<file path="src/rtl/vault_pkg.sv">
// Shared types and constants for the vault phase-2 driver.
// The GAP state exists only when PHASE2_DRIVER_RETRY_EN is defined.
package vault_pkg;

  localparam int unsigned CODE_W     = 4;
  localparam int unsigned RETRY_MAX  = 3;
  localparam int unsigned GAP_CYCLES = 2;

  typedef enum logic [2:0] {
    ST_IDLE  = 3'd0,
    ST_DRIVE = 3'd1,
`ifdef PHASE2_DRIVER_RETRY_EN
    ST_GAP   = 3'd2,
`endif
    ST_PASS  = 3'd3,
    ST_FAIL  = 3'd4
  } state_t;

endpackage

</file>
<file path="src/rtl/phase2_driver.sv">
// Presents a captured code to the phase-2 checker and reports pass/fail.
// Optional retry with switch-clearing gaps: define PHASE2_DRIVER_RETRY_EN.
module phase2_driver
  import vault_pkg::*;
#(
  parameter int HOLD_TIMEOUT = 16,
  parameter int FAIL_GRACE   = 2
) (
  input  logic              clk,
  input  logic              reset,
  input  logic              start,
  input  logic [CODE_W-1:0] code_in,
  input  logic              phase2_done,
  input  logic              phase2_fail,
  output logic [CODE_W-1:0] switch_out,
  output logic              busy,
  output logic              pass,
  output logic              fail
);

  localparam logic [4:0] TIMEOUT_CNT = 5'(HOLD_TIMEOUT - 1);
  localparam logic [4:0] GRACE_CNT   = 5'(FAIL_GRACE);

  state_t              state_r;
  state_t              next_state_s;
  logic [4:0]          cnt_r;
  logic [4:0]          cnt_next_s;
  logic [CODE_W-1:0]   code_r;
  logic [CODE_W-1:0]   code_next_s;
  logic [CODE_W-1:0]   switch_r;
  logic [CODE_W-1:0]   switch_next_s;
  logic                busy_r;
  logic                busy_next_s;
  logic                pass_r;
  logic                pass_next_s;
  logic                fail_r;
  logic                fail_next_s;
  logic                attempt_fail_s;

`ifdef PHASE2_DRIVER_RETRY_EN
  localparam logic [4:0] GAP_LAST  = 5'(GAP_CYCLES - 1);
  localparam logic [1:0] RETRY_LIM = 2'(RETRY_MAX);
  logic [1:0]          retry_r;
  logic [1:0]          retry_next_s;
`endif

  // State and datapath registers
  always_ff @(posedge clk or posedge reset) begin
    if (reset) begin
      state_r  <= ST_IDLE;
      cnt_r    <= 5'd0;
      code_r   <= {CODE_W{1'b0}};
      switch_r <= {CODE_W{1'b0}};
      busy_r   <= 1'b0;
      pass_r   <= 1'b0;
      fail_r   <= 1'b0;
`ifdef PHASE2_DRIVER_RETRY_EN
      retry_r  <= 2'd0;
`endif
    end else begin
      state_r  <= next_state_s;
      cnt_r    <= cnt_next_s;
      code_r   <= code_next_s;
      switch_r <= switch_next_s;
      busy_r   <= busy_next_s;
      pass_r   <= pass_next_s;
      fail_r   <= fail_next_s;
`ifdef PHASE2_DRIVER_RETRY_EN
      retry_r  <= retry_next_s;
`endif
    end
  end

  // Next-state decode; done outranks both fail and timeout
  always_comb begin
    next_state_s   = state_r;
    attempt_fail_s = 1'b0;
    case (state_r)
      ST_IDLE: begin
        if (start) next_state_s = ST_DRIVE;
        else       next_state_s = ST_IDLE;
      end
      ST_DRIVE: begin
        if (phase2_done) begin
          next_state_s = ST_PASS;
        end else if ((phase2_fail && (cnt_r >= GRACE_CNT)) || (cnt_r == TIMEOUT_CNT)) begin
          attempt_fail_s = 1'b1;
`ifdef PHASE2_DRIVER_RETRY_EN
          if (retry_r < RETRY_LIM) next_state_s = ST_GAP;
          else                     next_state_s = ST_FAIL;
`else
          next_state_s = ST_FAIL;
`endif
        end else begin
          next_state_s = ST_DRIVE;
        end
      end
`ifdef PHASE2_DRIVER_RETRY_EN
      ST_GAP: begin
        if (cnt_r == GAP_LAST) next_state_s = ST_DRIVE;
        else                   next_state_s = ST_GAP;
      end
`endif
      ST_PASS: next_state_s = ST_IDLE;
      ST_FAIL: next_state_s = ST_IDLE;
      default: next_state_s = ST_IDLE;
    endcase
  end

  // Next register values; outputs are decoded from the next state so they are registered
  always_comb begin
    cnt_next_s    = 5'd0;
    code_next_s   = code_r;
    switch_next_s = {CODE_W{1'b0}};
    if ((next_state_s == state_r) && (state_r != ST_IDLE)) cnt_next_s = cnt_r + 5'd1;
    else                                                  cnt_next_s = 5'd0;
    if ((state_r == ST_IDLE) && start) code_next_s = code_in;
    else                               code_next_s = code_r;
    if (next_state_s == ST_DRIVE) switch_next_s = code_next_s;
    else                          switch_next_s = {CODE_W{1'b0}};
    busy_next_s = (next_state_s != ST_IDLE);
    pass_next_s = (next_state_s == ST_PASS);
    fail_next_s = (next_state_s == ST_FAIL);
  end

`ifdef PHASE2_DRIVER_RETRY_EN
  // Retry count: cleared in IDLE, bumped on each retried failure
  always_comb begin
    retry_next_s = retry_r;
    if (state_r == ST_IDLE)                       retry_next_s = 2'd0;
    else if (attempt_fail_s && (next_state_s == ST_GAP)) retry_next_s = retry_r + 2'd1;
    else                                          retry_next_s = retry_r;
  end
`endif

  assign switch_out = switch_r;
  assign busy       = busy_r;
  assign pass       = pass_r;
  assign fail       = fail_r;

endmodule
</file>
<file path="config.mk">
export PLATFORM = sky130hd
export DESIGN_NAME = phase2_driver
export DESIGN_NICKNAME = d
export VERILOG_FILES = /design/src/rtl/vault_pkg.sv /design/src/rtl/phase2_driver.sv
export SDC_FILE = /design/constraint.sdc
export NUM_CORES = 1
export LEC_CHECK = 0
export CORE_MARGIN = 2
export CORE_UTILIZATION = 51
export CTS_BUF_LIST = sky130_fd_sc_hd__clkbuf_2
export DETAILED_ROUTE_END_ITERATION = 10
export GPL_TIMING_DRIVEN = 0
export PLACE_DENSITY = 0.79
export REMOVE_ABC_BUFFERS = 1
export SLEW_MARGIN = 20
export SYNTH_ARGS = -nofsm -noshare
export SYNTH_HDL_FRONTEND = slang
export SYNTH_SLANG_ARGS = --single-unit
</file>
<file path="constraint.sdc">
create_clock -name clk -period 2.9 [get_ports clk]
set_input_delay 0.58 -clock clk [delete_from_list [all_inputs] [get_ports clk]]
set_output_delay 0.58 -clock clk [all_outputs]
set_load 0.02 [all_outputs]
</file>
==> run_results.csv <==
group,metric,value,unit
synth,syn-cell-area,793,µm²
sta,timing.final.crit_share,80.9,%
sta,hold_viol_final,0,
global_routing,grt_pass1_wl,2160,µm
pwr,pwr-share-comb,34.9,%
drt,vias_per_cell,5.20,
die,dieHeight,43.4,µm
global_routing,grt_usage,15.8,%
placement,place_area,952,µm²
die,die_w,43.4,µm
pwr,p_int,0.499,mW
die,start_util,53.3,%
pwr,p_per_area,781,mW/mm²
clock_tree,cts.sink_count,19,
clock_tree,root_buffer,"clkbuf_2",
layout,fillers,121,
critical_path,crit_top_cell,"ha_1",
critical_path,cp_max_fo,12,
pwr,p_leak,0.461,nW
critical_path,path_buf_inv,0,
clock_tree,cts_tree,"done",
clock_tree,clk_latency,290,ps
critical_path,cp_slowest_cell,"o32a_1",
hold_path,hp-class,"flip-flop to flip-flop",
drt,drc,0,
critical_path,crit_arrival,2560,ps
drt,drt_wl_total,1240,µm
synth,ys_seq_area_share,59.9,%
pwr,pwr-share-seq,50.8,%
layout,final_common_cell,"dfrtp_1",
synth,synth_cell_type_count,21,
sta,max_freq,426,MHz
pwr,switching_share,34.3,%
run,maxCapViolations,0,
synth,syn_area_per_cell,11.5,µm²
critical_path,path_cells,"ha_1 -> and3_1 -> ha_1 -> or4_1 -> o32a_1 -> a21boi_0",
clock_tree,cts_setup_buffers,0,
global_routing,grt_max_degree,20,
clock_tree,postCtsHoldBufs,0,
layout,drive_above_1_share,11.5,%
layout,seq_area,475,µm²
synth,synthCells,69,
synth,yosys_register_bits,19,
drt,detail-route-antenna-nets,0,
die,io_pins,16,
sta,slew_headroom,36.7,%
sta,worst_pin_slew,936,ps
synth,yosys_warnings,0,
layout,final_nets,100,
critical_path,cpPeakStageDelay,490,ps
sta,rsz0062_at_grt,"no",
layout,multi_input_area,295,µm²
layout,fin_area,972,µm²
die,core_area,0.00149,mm²
placement,gp_congestion,0.661,
sta,slew_violations,0,
pwr,ir_drop,0.444,mV
global_routing,grt_overflow,0,
sta,fin_ws,555,ps
run_status,status,"completed",
sta,finClkSkew,7.05,ps
sta,tns,0,ps
critical_path,startpoint_type,"flip-flop",
drt,drtIter0Drc,3,
clock_tree,cts-htree-levels,1,
global_routing,antenna_found_initial,0,
critical_path,cp_top_family,"compound AO/OA/AOI/OAI gates",
placement,dp_hpwl,912,µm
placement,io_buffers,15,
layout,n_antenna_cell,0,
clock_tree,cts_buffer_depth,2,
die,rows,14,
pwr,switchingPower,0.261,mW
drt,wire_per_inst,12.0,µm
critical_path,crit_required,3110,ps
die,die-area,0.00189,mm²
global_routing,grt_pass1_vias,517,
drt,vias,536,
layout,area_growth,22.6,%
clock_tree,clk_pin_slew,160,ps
critical_path,worstSetupEndpointType,"flip-flop",
sta,setup_viol,0,
placement,pre_cts_ws,580,ps
layout,layout_common_cells,"19 x dfrtp_1, 17 x nand2_1, 15 x clkdlybuf4s50_1",
drt,first_pass_iters,4,
sta,period_needed,2350,ps
clock_tree,cts-buffers-inserted,3,
clock_tree,post_cts_resized,0,
critical_path,path_class,"flip-flop to flip-flop",
pwr,pwr-share-clk,14.4,%
worst min-delay path: stages, from the launching register on:
cell and delay, ps:
dfrtp_1 380, nand2_1 50, nand2_1 60
Yosys cell counts (all sizes together):
cell	n	area, µm²
a21boi	1	7.51
and2	2	12.5
and3	3	18.8
buf	1	11.3
dfrtp	19	475
ha	3	37.5
inv	3	11.3
nand2	17	63.8
nand3	1	5.00
nor2	1	3.75
nor2b	1	6.26
nor3	5	50.1
nor4b	2	17.5
o21a	1	7.51
o21ai	4	20.0
o32a	1	10.0
or4	1	7.51
or4b	1	10.0
xnor2	1	8.76
xor2	1	8.76
flip-flops by register name, summed over array words and instances, names as in the netlist:
register and count:
busy 1, code_r 4, fail 1, pass 1, cnt_r 5, switch_out 4, state_r 3
per-stage QoR:
| step | util (%) | total power, mW | hold WS, ps | cells |
|---|---|---|---|---|
| 2_1_floorplan | - | 0.549 | 445 | 68 |
| 3_3_place_gp | 63.9 | 0.649 | 456 | 99 |
| 3_5_place_dp | 63.9 | 0.658 | 463 | 99 |
| 4_1_cts | 65.3 | 0.766 | 501 | 103 |
| 5_1_grt | 65.3 | 0.815 | 542 | 103 |
| 6_report | 65.3 | 0.759 | 502 | 103 |
cells by family after synthesis:
logic type | count (synthesis) | synth area share (%)
XOR/XNOR | 2 | 2.21
AO/OA/AOI/OAI | 7 | 5.68
adder cells (fa/ha/maj) | 3 | 4.73
buffers and inverters | 4 | 2.84
AND/OR/NAND/NOR | 34 | 24.6
flip-flops | 19 | 59.9
final cells by class:
| type | count | area share, % |
|---|---|---|
| Clock buffer | 4 | 2.06 |
| Inverter | 3 | 1.16 |
| Tap cell | 16 | 2.06 |
| Timing Repair Buffer | 15 | 15.4 |
| Multi-Input combinational cell | 46 | 30.4 |
| Sequential cell | 19 | 48.9 |
path summary, 6_finish.rpt:
| path | from | end | slack (ps) | cells past startpoint |
|---|---|---|---|---|
| worst max register to register | cnt_r[0]$_DFF_PP0_ | state_r[0]$_DFF_PP0_ | 550 | 6 |
| min in group asynchronous | reset | fail$_DFF_PP0_ | 670 | 2 |
| worst min-delay path | code_r[3]$_DFF_PP0_ | code_r[3]$_DFF_PP0_ | 500 | 2 |
| worst min register to register | code_r[3]$_DFF_PP0_ | code_r[3]$_DFF_PP0_ | 500 | 2 |
| max in group asynchronous | reset | cnt_r[1]$_DFF_PP0_ | 1800 | 2 |
| worst max-delay path | cnt_r[0]$_DFF_PP0_ | state_r[0]$_DFF_PP0_ | 550 | 6 |
power by group through the flow:
stage	Clock, mW	Sequential, mW	Combinational (mW)
2_1_floorplan	0	0.425	0.123
3_3_place_gp	0	0.389	0.260
3_5_place_dp	0	0.392	0.266
4_1_cts	0.113	0.386	0.267
5_1_grt	0.124	0.397	0.294
6_report	0.109	0.385	0.265
routing by layer:
| metal | GRT usage (%) | up-vias | part of all wire (%) |
|---|---|---|---|
| met2 | 24.8 | 13 | 47 |
| met5 | 0 | - | 0 |
| met1 | 20.6 | 252 | 48 |
| met3 | 2.92 | 2 | 4.5 |
| li1 | - | 269 | - |
| met4 | 9.09 | 0 | 0.73 |
Note: power is estimated with default switching activity, not from simulation.
